`src/rtl/serializer_vc_scheduler.sv`:
```
// Round-robin, credit-gated virtual-channel scheduler feeding a shared flit serializer.
// One flit is launched per serializer occupancy window; per-VC downstream credits are tracked locally.
module serializer_vc_scheduler #(
    parameter int unsigned CREDITS    = 4,
    parameter int unsigned SER_CYCLES = 16
) (
    input  logic         clk,
    input  logic         rst,
    input  logic [3:0]   req,
    input  logic [255:0] req_data,
    input  logic [3:0]   credit_ret,
    output logic [3:0]   grant,
    output logic [63:0]  ser_data,
    output logic         ser_valid,
    output logic [1:0]   ser_vc,
    output logic         busy,
    output logic         cred_err
);

    localparam int unsigned CW          = $clog2(CREDITS + 1);
    localparam int unsigned HOLD_CYCLES = (SER_CYCLES > 2) ? SER_CYCLES - 2 : 1;
    localparam int unsigned HW          = (HOLD_CYCLES > 1) ? $clog2(HOLD_CYCLES) : 1;
    localparam logic [CW-1:0] CRED_MAX  = CW'(CREDITS);
    localparam logic [HW-1:0] HOLD_LAST = HW'(HOLD_CYCLES - 1);

    typedef enum logic [1:0] {IDLE, LAUNCH, HOLD} state_t;

    state_t          state;
    logic [1:0]      rr_ptr;
    logic [HW-1:0]   hold_cnt;
    logic [CW-1:0]   credit [4];
    logic [3:0]      eligible;
    logic            found;
    logic [1:0]      winner;
    logic [1:0]      arb_idx;

    always_comb begin
        eligible = '0;
        for (int i = 0; i < 4; i++) begin
            eligible[i] = req[i] && (credit[i] != '0);
        end
    end

    // Round-robin search starting at rr_ptr, wrapping 3 -> 0.
    always_comb begin
        found   = 1'b0;
        winner  = rr_ptr;
        arb_idx = rr_ptr;
        for (int k = 0; k < 4; k++) begin
            arb_idx = rr_ptr + 2'(k);
            if (!found && eligible[arb_idx]) begin
                found  = 1'b1;
                winner = arb_idx;
            end
        end
    end

    always_ff @(posedge clk) begin
        if (rst) begin
            state     <= IDLE;
            rr_ptr    <= '0;
            hold_cnt  <= '0;
            grant     <= '0;
            ser_data  <= '0;
            ser_valid <= 1'b0;
            ser_vc    <= '0;
            busy      <= 1'b0;
            cred_err  <= 1'b0;
            for (int i = 0; i < 4; i++) begin
                credit[i] <= CRED_MAX;
            end
        end else begin
            case (state)
                IDLE: begin
                    if (found) begin
                        state     <= LAUNCH;
                        ser_valid <= 1'b1;
                        grant     <= 4'b0001 << winner;
                        ser_data  <= req_data[{winner, 6'd0} +: 64];
                        ser_vc    <= winner;
                        rr_ptr    <= winner + 2'd1;
                    end
                end
                LAUNCH: begin
                    ser_valid <= 1'b0;
                    grant     <= '0;
                    hold_cnt  <= '0;
                    state     <= (SER_CYCLES > 2) ? HOLD : IDLE;
                end
                HOLD: begin
                    if (hold_cnt == HOLD_LAST) begin
                        state <= IDLE;
                    end else begin
                        hold_cnt <= hold_cnt + HW'(1);
                    end
                end
                default: state <= IDLE;
            endcase

            // Covers the serializer's full occupancy: the first IDLE cycle after HOLD is its last busy cycle.
            busy <= (state != IDLE) || found;

            // Credits keep counting in every state; a return at full credit saturates and flags.
            for (int i = 0; i < 4; i++) begin
                case ({grant[i], credit_ret[i]})
                    2'b10: credit[i] <= credit[i] - CW'(1);
                    2'b01: begin
                        if (credit[i] == CRED_MAX) begin
                            cred_err <= 1'b1;
                        end else begin
                            credit[i] <= credit[i] + CW'(1);
                        end
                    end
                    default: ;
                endcase
            end
        end
    end

endmodule
```
`config.mk`:
```
export PLATFORM = sky130hd
export DESIGN_NAME = serializer_vc_scheduler
export DESIGN_NICKNAME = d
export VERILOG_FILES = /design/src/rtl/serializer_vc_scheduler.sv
export SDC_FILE = /design/constraint.sdc
export NUM_CORES = 1
export LEC_CHECK = 0
export ABC_AREA = 0
export BUFFER_PORTS_ARGS = -buffer_cell sky130_fd_sc_hd__buf_2
export CAP_MARGIN = 20
export CORE_AREA = 3 3 129 131
export DETAILED_ROUTE_END_ITERATION = 10
export DIE_AREA = 0 0 132 134
export PLACE_DENSITY = 0.74
export SYNTH_ARGS = -nofsm -noshare
export SYNTH_HDL_FRONTEND = slang
export SYNTH_SLANG_ARGS = --single-unit
```
`constraint.sdc`:
```
create_clock -name clk -period 2.19 [get_ports clk]
set_input_delay 0.219 -clock clk [delete_from_list [all_inputs] [get_ports clk]]
set_output_delay 0.219 -clock clk [all_outputs]
set_load 0.03 [all_outputs]
```
---- After elaboration in Yosys (flattened, before gate mapping) ----
Memory sizes are Yosys's and may differ from the RTL's.
Cells that the tools add are included.
storage, ports and cells
  memories ................................ 1
  RAM bits ................................ 12
  input port bits ......................... 266
  register bits ........................... 81
  output and inout port bits .............. 73
  word-level logic and storage cells ...... 148
cells by class
  $lt $le $gt $ge ......................... 4
  multiplexer cells ....................... 70
  bitwise logic cells ..................... 8
  reduce and logical (&&, ||, !) cells .... 23
  eq/ne operators ......................... 18
  add/sub/neg operators ................... 13
  shift-type cells ........................ 2
memory list
  name    depth  bits a word  read ports  clocked after memory_dff  wr ports  line  source
  credit  4      3            4           0                         4         31    logic [CW-1:0] credit [4];
operator list
  kind                 number
  $shiftx 256x9->64    1
  $mux 1               47
  $mux 3               8
  $pmux 4 s2           2
  $add 3x1->3 const B  4
  $eq 3x3->1 const B   4
  $lt 2x3->1 const B   4
  $reduce_bool 3->1    4
  $sub 3x1->3 const B  4
  $eq 2x1->1 const B   5
  $eq 2x2->1 const B   5
  $mux 2               5
  $bmux 1 s2           4
  $mux 4               2
  $or 1x1->1           8
  $reduce_and 2->1     4
  $logic_and 1x1->1    7
  $ne 2x2->1 const B   3
  $pmux 2 s3           1
  $reduce_bool 2->1    3
  $add 2x1->2 const B  2
  $add 2x2->2 const B  2
  $add 4x1->4 const B  1
  $eq 4x4->1 const B   1
  other kinds (5)      7

---- Longest topological paths before layout ----
  depth in word-level cells ............... 17
  depth in mapped cells ................... 10
  mapped depth without buffers ............ 8

---- Least setup slack after synthesis ----
OpenSTA, ideal clock, no wires.
  path type ............................... reg2reg
  from .................................... register grant[2]
  to ...................................... memory credit[2][2] in the netlist's numbering, data pin
  data required time ...................... 1.928 ns
  setup time .............................. 0.262 ns
  cell stages (with the launch flop) ...... 8
  data arrival time ....................... 2.027 ns
  setup slack ............................. -0.099 ns
  clock period less this slack ............ 2.289 ns
  path buffers ............................ 0
  path through ............................ dfxtp_1 nor2b_1 or3b_2 fa_1 xnor2_1 nor2_1 a21oi_1 or2_2
RTL lines
  item                    line  source
  from (decl)             12    output logic [3:0] grant,
  from (signal assigned)  78    grant <= 4'b0001 << winner;
  to (decl)               31

==> results.md <==
- Violated checks: setup timing
- Detailed-route vias per instance: 5.74
- Critical Path Sink Type: flop
- Time the final worst path needs with I/O delays and setup: 2.34 ns
- Clock tree sinks: 93
- Post-detailed-route count of antenna-violating nets: 0
- Post-detailed-route DRC marker count: 0
- Result of the run: finished with violations
- RSZ-0062 raised after global routing: yes
- Number of antenna violations at the first check in global routing: 3
- Max Cap Viol: 0
- Number of enable-type register cells in the synthesized netlist: 12
- Instance area at placement: 8380 um^2
- Part of the Yosys area used for sequential elements: 32.9%
- Cell at the slowest stage of the critical path: sky130_fd_sc_hd__edfxtp_1
- Maximum clock path buffer count: 2
- Clock tree from TritonCTS: built
- Worst setup skew after layout: 0.00887 ns
- Placeable core area: 15,700 um^2
- Delay of the slowest cell on the worst path: 0.43 ns
- Most used flip-flop cell after synthesis: sky130_fd_sc_hd__dfxtp_1
- Highest net fanout along the worst path: 38
- Non-Filler Cell Area, Final: 9500 um^2
- Global router's overall resource usage: 25.8%
- Skew-Pair Late Insertion Delay: 0.35 ns
- Final WL: 25.8 mm
- Launching element type of the critical path: flop
- # IOs: 339
- Total negative slack: -4.42 ns
- RePlAce Congestion: 0.897
- Least setup slack across all paths after layout: -0.151 ns
- Seq cells post-synth: 93
- Worst setup path category: reg2reg
- Root Buffer: sky130_fd_sc_hd__clkbuf_16
- Growth of design area from synthesis to finish: 57.5%
- Timing-limited maximum frequency: 427 MHz
- Number of warnings reported in the yosys synthesis log: 0
- Global-route wire length before repair: 36.5 mm
- Final hold violation count: 0
- Peak ir drop on the vdd network: 396 uV
- Normalized max-slew margin: 58.6%
- Number of nets in the final layout: 1,356
- Data arrival, critical path: 2.60 ns
- Overall die height: 134 um
- Number of instances in the synthesized netlist: 723
- Most common cell type on the critical path: sky130_fd_sc_hd__buf_12
- Width of the chip: 132 um
- Via count of the first global-routing pass: 6,755
- CTS H-tree depth: 3
- Wire length per cell after detailed routing: 19.8 um
- Initial cell density of the core: 38.4%
- Core Rows: 46
- Leak pwr: 4.34 nW
- Fraction of layout instances using a drive strength above 1: 48.2%
- Series of cell instances along the critical path: o31ai_4, buf_4, nor3_1, nor4_4, buf_12, buf_12, and3_1, o21ai_1, a211oi_1
- Largest net degree at the start of global routing: 69
- Synthesized area per cell: 8.34 um^2
- DRC marker count from the first detailed-route iteration: 635
- TritonCTS Buffers: 9
- DR vias: 7,495
- Tcrit/Tclk final: 107%
- Final count of negative-setup-slack endpoints: 67
- Layout fillers: 1,355
- Die area: 17,700 um^2
- Count of input and output buffers: 338
- Netlist area before placement: 6030 um^2
- Power per cell area: 862 nW/um^2
- Worst slew pin tran: 0.621 ns
- Cell variety after synth: 46
- HPWL after detailed placement: 17.4 mm
- Clock edge transition at the registers on the reported setup and hold paths: 0.06 ns
- First-pass iteration count of the detailed router: 5
- Remaining global-route overflow: 0
- Storage cell area: 1980 um^2
- Syn nets: 997
- Required time of the critical path: 2.45 ns
- Async SR Flop Fraction: 0%
- Pins Over Slew Limit: 0
- Worst hold-check path type: in2reg
- Area of combinational cells with multiple inputs: 4030 um^2
==> sequential cells by signal, indices dropped and copies added (netlist names) <==
signal / count
grant: 4
ser_data: 64
cred_err: 1
state: 2
ser_valid: 1
ser_vc: 2
rr_ptr: 2
hold_cnt: 4
busy: 1
credit: 12
==> cell usage after synthesis, types with 5 or more instances <==
library cell                n  area (um^2)
sky130_fd_sc_hd__nor2_1    91          342
sky130_fd_sc_hd__dfxtp_1   81         1620
sky130_fd_sc_hd__a221oi_1  64          561
sky130_fd_sc_hd__and3_1    64          400
sky130_fd_sc_hd__o21ai_1   64          320
sky130_fd_sc_hd__a211oi_1  51          383
sky130_fd_sc_hd__clkbuf_1  51          191
sky130_fd_sc_hd__a21boi_1  40          300
sky130_fd_sc_hd__a21boi_0  27          203
sky130_fd_sc_hd__buf_2     20          100
sky130_fd_sc_hd__a211oi_2  16          200
sky130_fd_sc_hd__a21oi_1   14         70.1
sky130_fd_sc_hd__nand3_1   13         65.1
sky130_fd_sc_hd__edfxtp_1  12          360
sky130_fd_sc_hd__nand2_1    9         33.8
sky130_fd_sc_hd__nor2b_1    8         50.1
sky130_fd_sc_hd__inv_1      7         26.3
sky130_fd_sc_hd__nand2b_1   7         43.8
sky130_fd_sc_hd__nor3_1     7         35.0
sky130_fd_sc_hd__o21ai_0    7         35.0
sky130_fd_sc_hd__a31oi_1    6         37.5
sky130_fd_sc_hd__buf_4      6         45.0
sky130_fd_sc_hd__a22oi_1    5         37.5
sky130_fd_sc_hd__ha_1       5         62.6
sky130_fd_sc_hd__o211ai_1   5         37.5
sky130_fd_sc_hd__or2_2      5         31.3
sky130_fd_sc_hd__xnor2_1    5         43.8
==> worst max-delay path: cells and delay by family (launching register included) <==
| family | cells | cell delay [ns] |
|---|---|---|
| compound gates | 3 | 0.75 |
| buf+inv | 3 | 0.56 |
| simple gates | 3 | 0.50 |
| flops | 1 | 0.43 |
==> cells by family (layout without fill, tap and decap cells) <==
| family | count (synthesis) | after routing | synth area share [%] |
|---|---|---|---|
| compound gates | 315 | 315 | 39.5 |
| xor+xnor | 5 | 5 | 0.726 |
| fa+ha+maj | 8 | 8 | 2.03 |
| buf+inv | 85 | 449 | 6.20 |
| flops | 93 | 93 | 32.9 |
| other cells | 0 | 2 | 0 |
| simple gates | 217 | 217 | 18.7 |
==> area by class of cell <==
| cell class | count | share of cell area, % |
|---|---|---|
| diodes | 2 | 0.0527 |
| clock buffers | 12 | 2.70 |
| inverters | 7 | 0.277 |
| clock inverters | 4 | 0.738 |
| well taps | 216 | 2.85 |
| flip-flops and latches | 93 | 20.9 |
| repair buffers | 426 | 30.1 |
| multi-input cells | 545 | 42.4 |
==> stage by stage <==
stage / utilization [%] / total power (W) / setup WS (ns) / instances / hold WS, ns
2_1_floorplan: - / 0.00446 / 0.00810 / 723 / 0.404
3_3_place_gp: 53.4 / 0.00579 / -0.127 / 1261 / 0.447
3_5_place_dp: 53.4 / 0.00584 / -0.168 / 1261 / 0.447
4_1_cts: 57.3 / 0.00777 / -0.0957 / 1287 / 0.0871
5_1_grt: 60.5 / 0.00858 / -0.237 / 1305 / 0.113
6_report: 60.5 / 0.00819 / -0.151 / 1305 / 0.102
==> what timing repair did <==
| action | CTS | global route |
|---|---|---|
| gates cloned | 2 | 9 |
| endpoints found under the hold margin | 0 | 0 |
| hold buffers | 0 | 0 |
| endpoints found under the setup margin | 68 | 76 |
| pin swaps | 10 | 30 |
| gates resized for setup | 31 | 38 |
| setup buffers | 8 | 7 |
==> per-layer routing <==
layer / vias up / share of wire (%) / track usage [%]
met5: - / 0.050 / 0
li1: 3492 / - / -
met3: 63 / 8.0 / 4.28
met2: 406 / 49 / 43.1
met4: 2 / 3.0 / 10.5
met1: 3532 / 40 / 33.2
==> layout by cell type, fill, tap and decap left out, types with 6 or more instances in the layout <==
master and count:
sky130_fd_sc_hd__nand2_1 8, sky130_fd_sc_hd__a211oi_1 46, sky130_fd_sc_hd__nor3_1 6, sky130_fd_sc_hd__buf_6 8
sky130_fd_sc_hd__buf_12 22, sky130_fd_sc_hd__a21oi_1 13, sky130_fd_sc_hd__edfxtp_1 12, sky130_fd_sc_hd__a221oi_2 26
sky130_fd_sc_hd__buf_2 337, sky130_fd_sc_hd__a211oi_2 21, sky130_fd_sc_hd__nand3_1 13, sky130_fd_sc_hd__a221oi_1 35
sky130_fd_sc_hd__clkbuf_16 17, sky130_fd_sc_hd__and3_1 64, sky130_fd_sc_hd__a21boi_1 43, sky130_fd_sc_hd__inv_1 7
sky130_fd_sc_hd__nor2_1 91, sky130_fd_sc_hd__dfxtp_1 81, sky130_fd_sc_hd__buf_4 48, sky130_fd_sc_hd__o21ai_1 63
sky130_fd_sc_hd__a21boi_0 24, sky130_fd_sc_hd__nor2b_1 7
==> final timing paths <==
check | depth (start not counted) | slack, ns | from | to
worst max-delay path | 9 | -0.15 | credit[0][1] | ser_data[54]
worst min-delay path | 2 | 0.10 | rst | grant[0]
worst max register to register | 9 | -0.15 | credit[0][1] | ser_data[54]
worst min register to register | 2 | 0.45 | ser_vc[0] | ser_vc[0]
==> power breakdown <==
group	internal (W)	switching [W]
clock	0.00106	0.000683
combinational	0.00180	0.00242
sequential	0.00203	0.000196
total	0.00490	0.00330
Power figures use the tool's default switching activity.
